## src/rtl/uart_tx_fifo.sv

```systemverilog
// uart_tx_fifo: 8N1 UART transmitter fed by a small valid/ready transmit FIFO.
// Each byte is sent as a start bit, 8 data bits LSB first, and a stop bit.
// The serial line is a register that follows the FSM state one clock late.
// Because of that uniform one-clock lag, every bit is exactly DELAY_FRAMES
// clocks wide on the wire.
module uart_tx_fifo #(
    parameter int DELAY_FRAMES = 234,
    parameter int FIFO_DEPTH   = 4
) (
    input  logic       clk,
    input  logic       reset,
    input  logic [7:0] tx_data,
    input  logic       tx_valid,
    output logic       tx_ready,
    output logic       uart_tx,
    output logic       tx_busy
);

    localparam int AW = $clog2(FIFO_DEPTH);
    localparam int CW = AW + 1;
    localparam logic [12:0]   BAUD_LAST  = 13'(DELAY_FRAMES - 1);
    localparam logic [CW-1:0] COUNT_FULL = CW'(FIFO_DEPTH);
    localparam logic [CW-1:0] COUNT_ZERO = {CW{1'b0}};
    localparam logic [CW-1:0] COUNT_ONE  = CW'(1);
    localparam logic [AW-1:0] PTR_ONE    = AW'(1);

    localparam logic [1:0] S_IDLE  = 2'd0;
    localparam logic [1:0] S_START = 2'd1;
    localparam logic [1:0] S_DATA  = 2'd2;
    localparam logic [1:0] S_STOP  = 2'd3;

    logic [7:0]    r_mem [FIFO_DEPTH];
    logic [AW-1:0] r_wr_ptr;
    logic [AW-1:0] r_rd_ptr;
    logic [CW-1:0] r_count;
    logic [1:0]    r_state;
    logic [12:0]   r_baud_cnt;
    logic [2:0]    r_bit_cnt;
    logic [7:0]    r_tx_byte;
    logic          r_uart_tx;
    logic          r_tx_busy;

    logic          w_push;
    logic          w_pop;
    logic          w_baud_last;
    logic [1:0]    w_state_nxt;
    logic [12:0]   w_baud_nxt;
    logic [2:0]    w_bit_nxt;
    logic [7:0]    w_byte_nxt;
    logic          w_line_nxt;
    logic [CW-1:0] w_count_nxt;

    // A full FIFO refuses writes; a pop in the same cycle does not open a slot early.
    assign tx_ready    = (r_count != COUNT_FULL);
    assign w_push      = tx_valid && tx_ready;
    assign w_pop       = (r_state == S_IDLE) && (r_count != COUNT_ZERO);
    assign w_baud_last = (r_baud_cnt == BAUD_LAST);
    assign uart_tx     = r_uart_tx;
    assign tx_busy     = r_tx_busy;

    // Occupancy update: a push and a pop in the same cycle cancel out.
    always_comb begin
        w_count_nxt = r_count;
        case ({w_push, w_pop})
            2'b10:   w_count_nxt = r_count + COUNT_ONE;
            2'b01:   w_count_nxt = r_count - COUNT_ONE;
            default: w_count_nxt = r_count;
        endcase
    end

    // FIFO storage: write the incoming byte at the write pointer.
    always_ff @(posedge clk or posedge reset) begin
        if (reset) begin
            for (int i = 0; i < FIFO_DEPTH; i++) begin
                r_mem[i] <= 8'h00;
            end
        end else if (w_push) begin
            r_mem[r_wr_ptr] <= tx_data;
        end
    end

    // FIFO pointers and occupancy; the pointers wrap naturally modulo the depth.
    always_ff @(posedge clk or posedge reset) begin
        if (reset) begin
            r_wr_ptr <= {AW{1'b0}};
            r_rd_ptr <= {AW{1'b0}};
            r_count  <= COUNT_ZERO;
        end else begin
            if (w_push) begin
                r_wr_ptr <= r_wr_ptr + PTR_ONE;
            end
            if (w_pop) begin
                r_rd_ptr <= r_rd_ptr + PTR_ONE;
            end
            r_count <= w_count_nxt;
        end
    end

    // Frame sequencer next-state logic: baud timing, bit count and the shift register.
    always_comb begin
        w_state_nxt = r_state;
        w_baud_nxt  = r_baud_cnt;
        w_bit_nxt   = r_bit_cnt;
        w_byte_nxt  = r_tx_byte;
        case (r_state)
            S_IDLE: begin
                w_baud_nxt = 13'd0;
                if (w_pop) begin
                    w_byte_nxt  = r_mem[r_rd_ptr];
                    w_bit_nxt   = 3'd0;
                    w_state_nxt = S_START;
                end else begin
                    w_state_nxt = S_IDLE;
                end
            end
            S_START: begin
                if (w_baud_last) begin
                    w_baud_nxt  = 13'd0;
                    w_state_nxt = S_DATA;
                end else begin
                    w_baud_nxt  = r_baud_cnt + 13'd1;
                end
            end
            S_DATA: begin
                if (w_baud_last) begin
                    w_baud_nxt = 13'd0;
                    w_byte_nxt = {1'b0, r_tx_byte[7:1]};
                    w_bit_nxt  = r_bit_cnt + 3'd1;
                    if (r_bit_cnt == 3'd7) begin
                        w_state_nxt = S_STOP;
                    end else begin
                        w_state_nxt = S_DATA;
                    end
                end else begin
                    w_baud_nxt = r_baud_cnt + 13'd1;
                end
            end
            S_STOP: begin
                if (w_baud_last) begin
                    w_baud_nxt  = 13'd0;
                    w_state_nxt = S_IDLE;
                end else begin
                    w_baud_nxt  = r_baud_cnt + 13'd1;
                end
            end
            default: begin
                w_state_nxt = S_IDLE;
                w_baud_nxt  = 13'd0;
                w_bit_nxt   = 3'd0;
                w_byte_nxt  = 8'h00;
            end
        endcase
    end

    // Line level implied by the current state; it is registered on the next edge.
    always_comb begin
        w_line_nxt = 1'b1;
        case (r_state)
            S_START: w_line_nxt = 1'b0;
            S_DATA:  w_line_nxt = r_tx_byte[0];
            default: w_line_nxt = 1'b1;
        endcase
    end

    // Sequencer state, serial line and busy flag registers; reset idles the line high.
    always_ff @(posedge clk or posedge reset) begin
        if (reset) begin
            r_state    <= S_IDLE;
            r_baud_cnt <= 13'd0;
            r_bit_cnt  <= 3'd0;
            r_tx_byte  <= 8'h00;
            r_uart_tx  <= 1'b1;
            r_tx_busy  <= 1'b0;
        end else begin
            r_state    <= w_state_nxt;
            r_baud_cnt <= w_baud_nxt;
            r_bit_cnt  <= w_bit_nxt;
            r_tx_byte  <= w_byte_nxt;
            r_uart_tx  <= w_line_nxt;
            r_tx_busy  <= (r_state != S_IDLE) || (r_count != COUNT_ZERO);
        end
    end

endmodule

```

## config.mk

```make
export PLATFORM = sky130hd
export DESIGN_NAME = uart_tx_fifo
export DESIGN_NICKNAME = d
export VERILOG_FILES = /design/src/rtl/uart_tx_fifo.sv
export SDC_FILE = /design/constraint.sdc
export NUM_CORES = 1
export LEC_CHECK = 0
export BUFFER_PORTS_ARGS = -buffer_cell sky130_fd_sc_hd__buf_2
export CORE_ASPECT_RATIO = 0.7
export CORE_MARGIN = 4
export CORE_UTILIZATION = 45
export CTS_BUF_LIST = sky130_fd_sc_hd__clkbuf_16
export CTS_CLUSTER_DIAMETER = 50
export DETAILED_ROUTE_END_ITERATION = 16
export REMOVE_ABC_BUFFERS = 1
export SYNTH_ARGS = -nofsm -noshare
export SYNTH_HDL_FRONTEND = slang
export SYNTH_SLANG_ARGS = --single-unit
```

## constraint.sdc

```tcl
create_clock -name clk -period 2.7 [get_ports clk]
set_input_delay 0.27 -clock clk [delete_from_list [all_inputs] [get_ports clk]]
set_output_delay 0.27 -clock clk [all_outputs]
set_load 0.1 [all_outputs]
```

---- Word level (Yosys, flattened, before mapping) ----
Index checks and enable logic that the tools add are counted.
word-level totals
  flip-flop bits (word level) ............. 67
  latch bits .............................. 0
  RAM bits ................................ 0
  memory bits (read-only) ................. 0
  input bits .............................. 11
  output and inout bits ................... 3
  logic and storage cells ................. 70
  memories kept ........................... 0
operators by class
  add/sub/neg operators ................... 6
  multiply operators ...................... 0
  div/mod/pow operators ................... 0
  magnitude comparators ................... 3
  equal/unequal tests ..................... 12
  shift-type cells ........................ 0
  muxes and demuxes ....................... 22
  bitwise operators ....................... 2
  reduce and logical (&&, ||, !) cells .... 12
operator list
  operator                                                   number
  2-to-1 mux 8 bit                                           5
  bitwise mux 32 bit                                         1
  one-hot mux 13 bit (2 select lines)                        1
  binary-select mux 8 bit (select 2 bit)                     1
  demux 8 bit (select 2 bit)                                 1
  one-hot mux 8 bit (2 select lines)                         1
  adder 13 x 1 -> 13 bit (second input constant)             1
  == test 13 x 8 -> 1 bit (second input constant)            1
  2-to-1 mux 13 bit                                          1
  one-hot mux 3 bit (2 select lines)                         2
  inequality test 2 bit (second input constant)              4
  one-hot mux 2 bit (4 select lines)                         1
  adder 3 x 1 -> 3 bit (second input constant)               2
  == test 2 bit (second input constant)                      3
  greater-or-equal comparator 3 bit (second input constant)  2
  2-to-1 mux 2 bit                                           3
  2-to-1 mux 3 bit                                           2
  NOT 2 -> 3 bit                                             2
  AND reduction 3 bit                                        2
  nonzero test 2 bit                                         3
  adder 2 x 1 -> 2 bit (second input constant)               2
  == test 2 x 1 -> 1 bit (second input constant)             2
  == test 3 bit (second input constant)                      1
  logical AND 1 bit                                          3
  9 further kinds                                            10

---- Longest topological paths before layout ----
  word-level depth ........................ 6
  gate-level depth with buffers ........... 10
  mapped depth without buffers ............ 10

---- Worst setup path before layout ----
Ideal clock, no wire load.
  path type ............................... register to register
  start point ............................. register r_state[0]
  end point ............................... register r_count[2]
  setup time .............................. 79 ps
  arrival time ............................ 2032 ps
  data required time ...................... 2621 ps
  setup slack ............................. 589 ps
  cell stages (with the launch flop) ...... 11
  buffers on the path ..................... 0
  period minus slack after synthesis ...... 2111 ps
  path through ............................ dfrtp_1 > inv_1 > ha_1 > or2b_1 > inv_1 > ha_1 > inv_1 > fa_1 > xor2_1 > nor2_1 > xor2_1
on the way
  word-level cells in the longest chain between the ends .. 4
  elaborated cells on any way between the ends .. 6
  classes of those cells .................. 2 x eq/ne; 1 x mux; 3 x reduce/logical
ends and longest elaborated chain
  element                                                                   line  source
  from (decl)                                                               36    logic [1:0] r_state;
  from (signal assigned)                                                    175   r_state <= w_state_nxt;
  logical NOT 2 bit (*)                                                     56    assign w_pop = (r_state == S_IDLE) && (r_count != COUNT_ZERO);
  logical AND 1 bit (*)                                                     56
  via w_pop                                                                 44    logic w_pop;
  == test 2 x 1 -> 1 bit or == test 2 bit (tied branches)                   64    case ({w_push, w_pop})
  one-hot mux 3 bit (2 select lines) or nonzero test 2 bit (tied branches)  -
  to (signal assigned)                                                      95    r_count <= w_count_nxt;
  to (decl)                                                                 35    logic [CW-1:0] r_count;
Mark *: on every way through the listed nets, which the timed path passes. The rest lies on a longest branch.
A chain may end at the register's enable or synchronous reset.

---- Worst setup path after layout ----
Same ends and word-level chain as after synthesis.

==> flow_summary_export.csv <==
group,metric,value,unit
logic_synthesis,synth_ff_type,"dfrtp_1",
timing,period_needed,2334,ps
detailed_routing,avgViaCountPerCell,5.309,
timing,finalHoldViolCount,0,
setup_path,reg2reg_depth,10,
flow_run,max_cap_violations,0,
logic_synthesis,ys_seq_area_share,51.36,%
floorplanning,fp.coreArea,6913,sq um
pwr,ir_worst_vdd,0.5517,mV
timing,hold_slack,199.2,ps
clocking,cts.clk_slew.worst_paths,50,ps
clocking,cts_resized,0,
setup_path,critical_path.max_fanout,5,
setup_path,r2r_start,"r_state[0]",
clocking,htree_levels,3,
logic_synthesis,ys_warn_count,0,
clocking,cts_sinks,67,
timing,fmax,428.4,MHz
clocking,cts_tree,"yes",
setup_path,endpoint_kind,"flop",
timing,period_share,86.45,%
detailed_routing,wl_per_cell,15.57,um
setup_path,start_kind,"flop",
timing,timing_worst_slew_pin_value,590.0,ps
detailed_routing,num_vias,1996,
logic_synthesis,syn_area,3267,sq um
logic_synthesis,synth_edf_count,0,
grt,antenna_found_initial,0,
clocking,cts_buffer_depth,2,
grt,grt_use_total,16.04,%
grt,grt_pass1_wl,10390,um
logic_synthesis,synth.distinct_cells,42,
logic_synthesis,synthTopCellsByArea,"dfrtp_1 (51%), mux2_2 (8.3%), mux4_2 (5.5%)",
cells_and_area,final_area,3704,sq um
cells_and_area,antennaDiodeCount,0,
timing,max-slew-margin-rel,60.66,%
cells_and_area,drive_above_1_share,24.11,%
setup_path,path_class,"flop to flop",
timing,finClkSkew,6.324,ps
pwr,p_per_area,1202,nW/um^2
detailed_routing,wl,5853,um
placement,gp_congestion,0.7431,
pwr,leakagePower,1.629,nW
floorplanning,die_x,109.8,um
setup_path,critPathRequiredTime,2950,ps
setup_path,rrSetupSlack,370,ps
cells_and_area,fin_nets,305,
cells_and_area,postLayoutCoreUtil,53.57,%
floorplanning,chipHeight,79.29,um
setup_path,crit_arrival,2580,ps
cells_and_area,syn2layout_area_growth,13.37,%
detailed_routing,firstDrtPassIters,4,
clocking,cts_buffers,9,
grt,gr-total-overflow,0,
detailed_routing,postRouteAntennaNets,0,
status,status,"completed",
timing,maxSlewViolCount,0,
floorplanning,dieArea,8709,sq um
timing,finalSetupViolations,0,
min_path,hp-start,"tx_data[0]",
cells_and_area,multiInputGateArea,1473,sq um
grt,grt_max_degree,60,
detailed_routing,drtIter0Drc,111,
floorplanning,io_pins,14,
logic_synthesis,ys_ff_latch,67,
min_path,holdPathEnd,"r_mem[24]",
logic_synthesis,synth_top_area_cell,"dfrtp_1",
grt,grt_pass1_vias,2005,
timing,rsz0062_at_grt,"false",
cells_and_area,seqCellArea,1678,sq um
detailed_routing,drc,0,
placement,numPortBuffers,13,
timing,fin_tns_setup,0,ps
clocking,clock_latency,330,ps
placement,placed_cell_area,3421,sq um
cells_and_area,fill_cells,614,
floorplanning,rows,25,
floorplanning,start_util,47.26,%
clocking,cts_root_buffer,"clkbuf_16",
logic_synthesis,synth_top_area_share,50.56,%
logic_synthesis,synth_area_per_cell,12.52,sq um
min_path,whs_path_depth,2,
setup_path,r2r-end,"r_count[2]",
logic_synthesis,async_flop_share,100.0,%
min_path,hold_path_class,"input pin to flop",
placement,hpwlAfterDp,3909,um
logic_synthesis,synth_cells,261,
## repair_timing
action	CTS	global route
setup buffers	0	0
hold buffers	1	0
hold endpoints to repair	8	0
## Yosys cell counts, drive strengths merged (2+ instances only)
master  count
o211ai      7
buf         8
mux2i       2
mux4        8
nand2      19
xor2        7
nor2       20
dfrtp      66
inv        12
mux2       33
nor3        4
clkbuf      3
o21ai       3
or4b        2
nand3      12
a22o        2
nand4       6
a32oi       7
and3        2
ha         14
xnor2      10
## worst max-delay path, stage by stage, from the launching register on
cell and delay [ps]:
dfrtp_1 400, inv_1 130, ha_1 280, or2b_1 290, inv_1 110, ha_1 190
inv_1 60, fa_1 370, xor2_1 150, nor2_1 110, xor2_1 170
## metrics by stage
| stage | setup slack (ps) | total power, mW | instances |
|---|---|---|---|
| 2_1_floorplan | 589.1 | 2.986 | 250 |
| 3_3_place_gp | 491.3 | 3.353 | 361 |
| 3_5_place_dp | 377.8 | 3.390 | 361 |
| 4_1_cts | 349.9 | 4.506 | 376 |
| 5_1_grt | 200.4 | 4.788 | 376 |
| 6_report | 366.0 | 4.452 | 376 |
## kinds of logic after synthesis
logic type / after synthesis / synth area share, %
simple gates: 71 / 10.57
flops: 67 / 51.36
mux: 43 / 17.50
compound gates: 25 / 6.473
buf+inv: 23 / 3.561
xor+xnor: 17 / 4.558
fa+ha+maj: 15 / 5.975
## worst max path at each step
stage / startpoint / endpoint / depth (start not counted)
after floorplan: r_state[0] / r_count[2] / 10
after global placement: r_state[0] / r_count[2] / 10
after detailed placement: r_state[0] / r_count[2] / 10
after CTS: r_state[0] / r_count[2] / 10
after global routing: r_state[0] / r_count[2] / 10
final: r_state[0] / r_count[2] / 10
## layout by cell type, fill, tap and decap left out, types with 2 or more instances in the layout
cell / instances
xnor2_1: 10
nor3_1: 4
ha_1: 14
clkbuf_16: 9
nand3_1: 12
mux2_1: 9
xor2_1: 7
o21ai_0: 2
buf_2: 13
dfrtp_1: 66
mux4_2: 8
and3_1: 2
or4b_1: 2
clkinv_2: 2
mux2_2: 24
inv_1: 12
o211ai_1: 7
nor2_1: 19
a32oi_1: 7
nand4_1: 6
buf_4: 3
mux2i_1: 2
nand2_1: 19
## cell type report
type	instances	area share, %
Inverter	12	1.216
Timing Repair Buffer	18	3.176
Multi-Input combinational cell	171	39.76
Clock inverter	5	1.284
Tap cell	94	3.176
Sequential cell	67	45.30
Clock buffer	9	6.081
## routing by layer
metal  part of all wire (%)  wire length, um  track usage (%)  up-vias
li1                       -                -                -      976
met1                     52             3029            22.38      988
met2                     43             2541            22.09       28
met3                    4.3              253            7.311        4
met4                   0.50               29            5.106        0
met5                      0                0                0        -
## state kept, by name, summed over array words and instances, names as in the netlist
| register | cells |
|---|---|
| r_state | 2 |
| r_wr_ptr | 2 |
| r_bit_cnt | 3 |
| tx_busy | 1 |
| r_count | 3 |
| r_baud_cnt | 13 |
| r_rd_ptr | 2 |
| r_tx_byte | 8 |
| r_mem | 32 |
| uart_tx | 1 |
## where the power goes
part	switching [mW]	internal (mW)	leakage [nW]
registers	0.312	1.42	0.829
logic	0.827	0.798	0.660
clock network	0.398	0.693	0.140
total	1.54	2.91	1.63
Power figures use the tool's default switching activity.
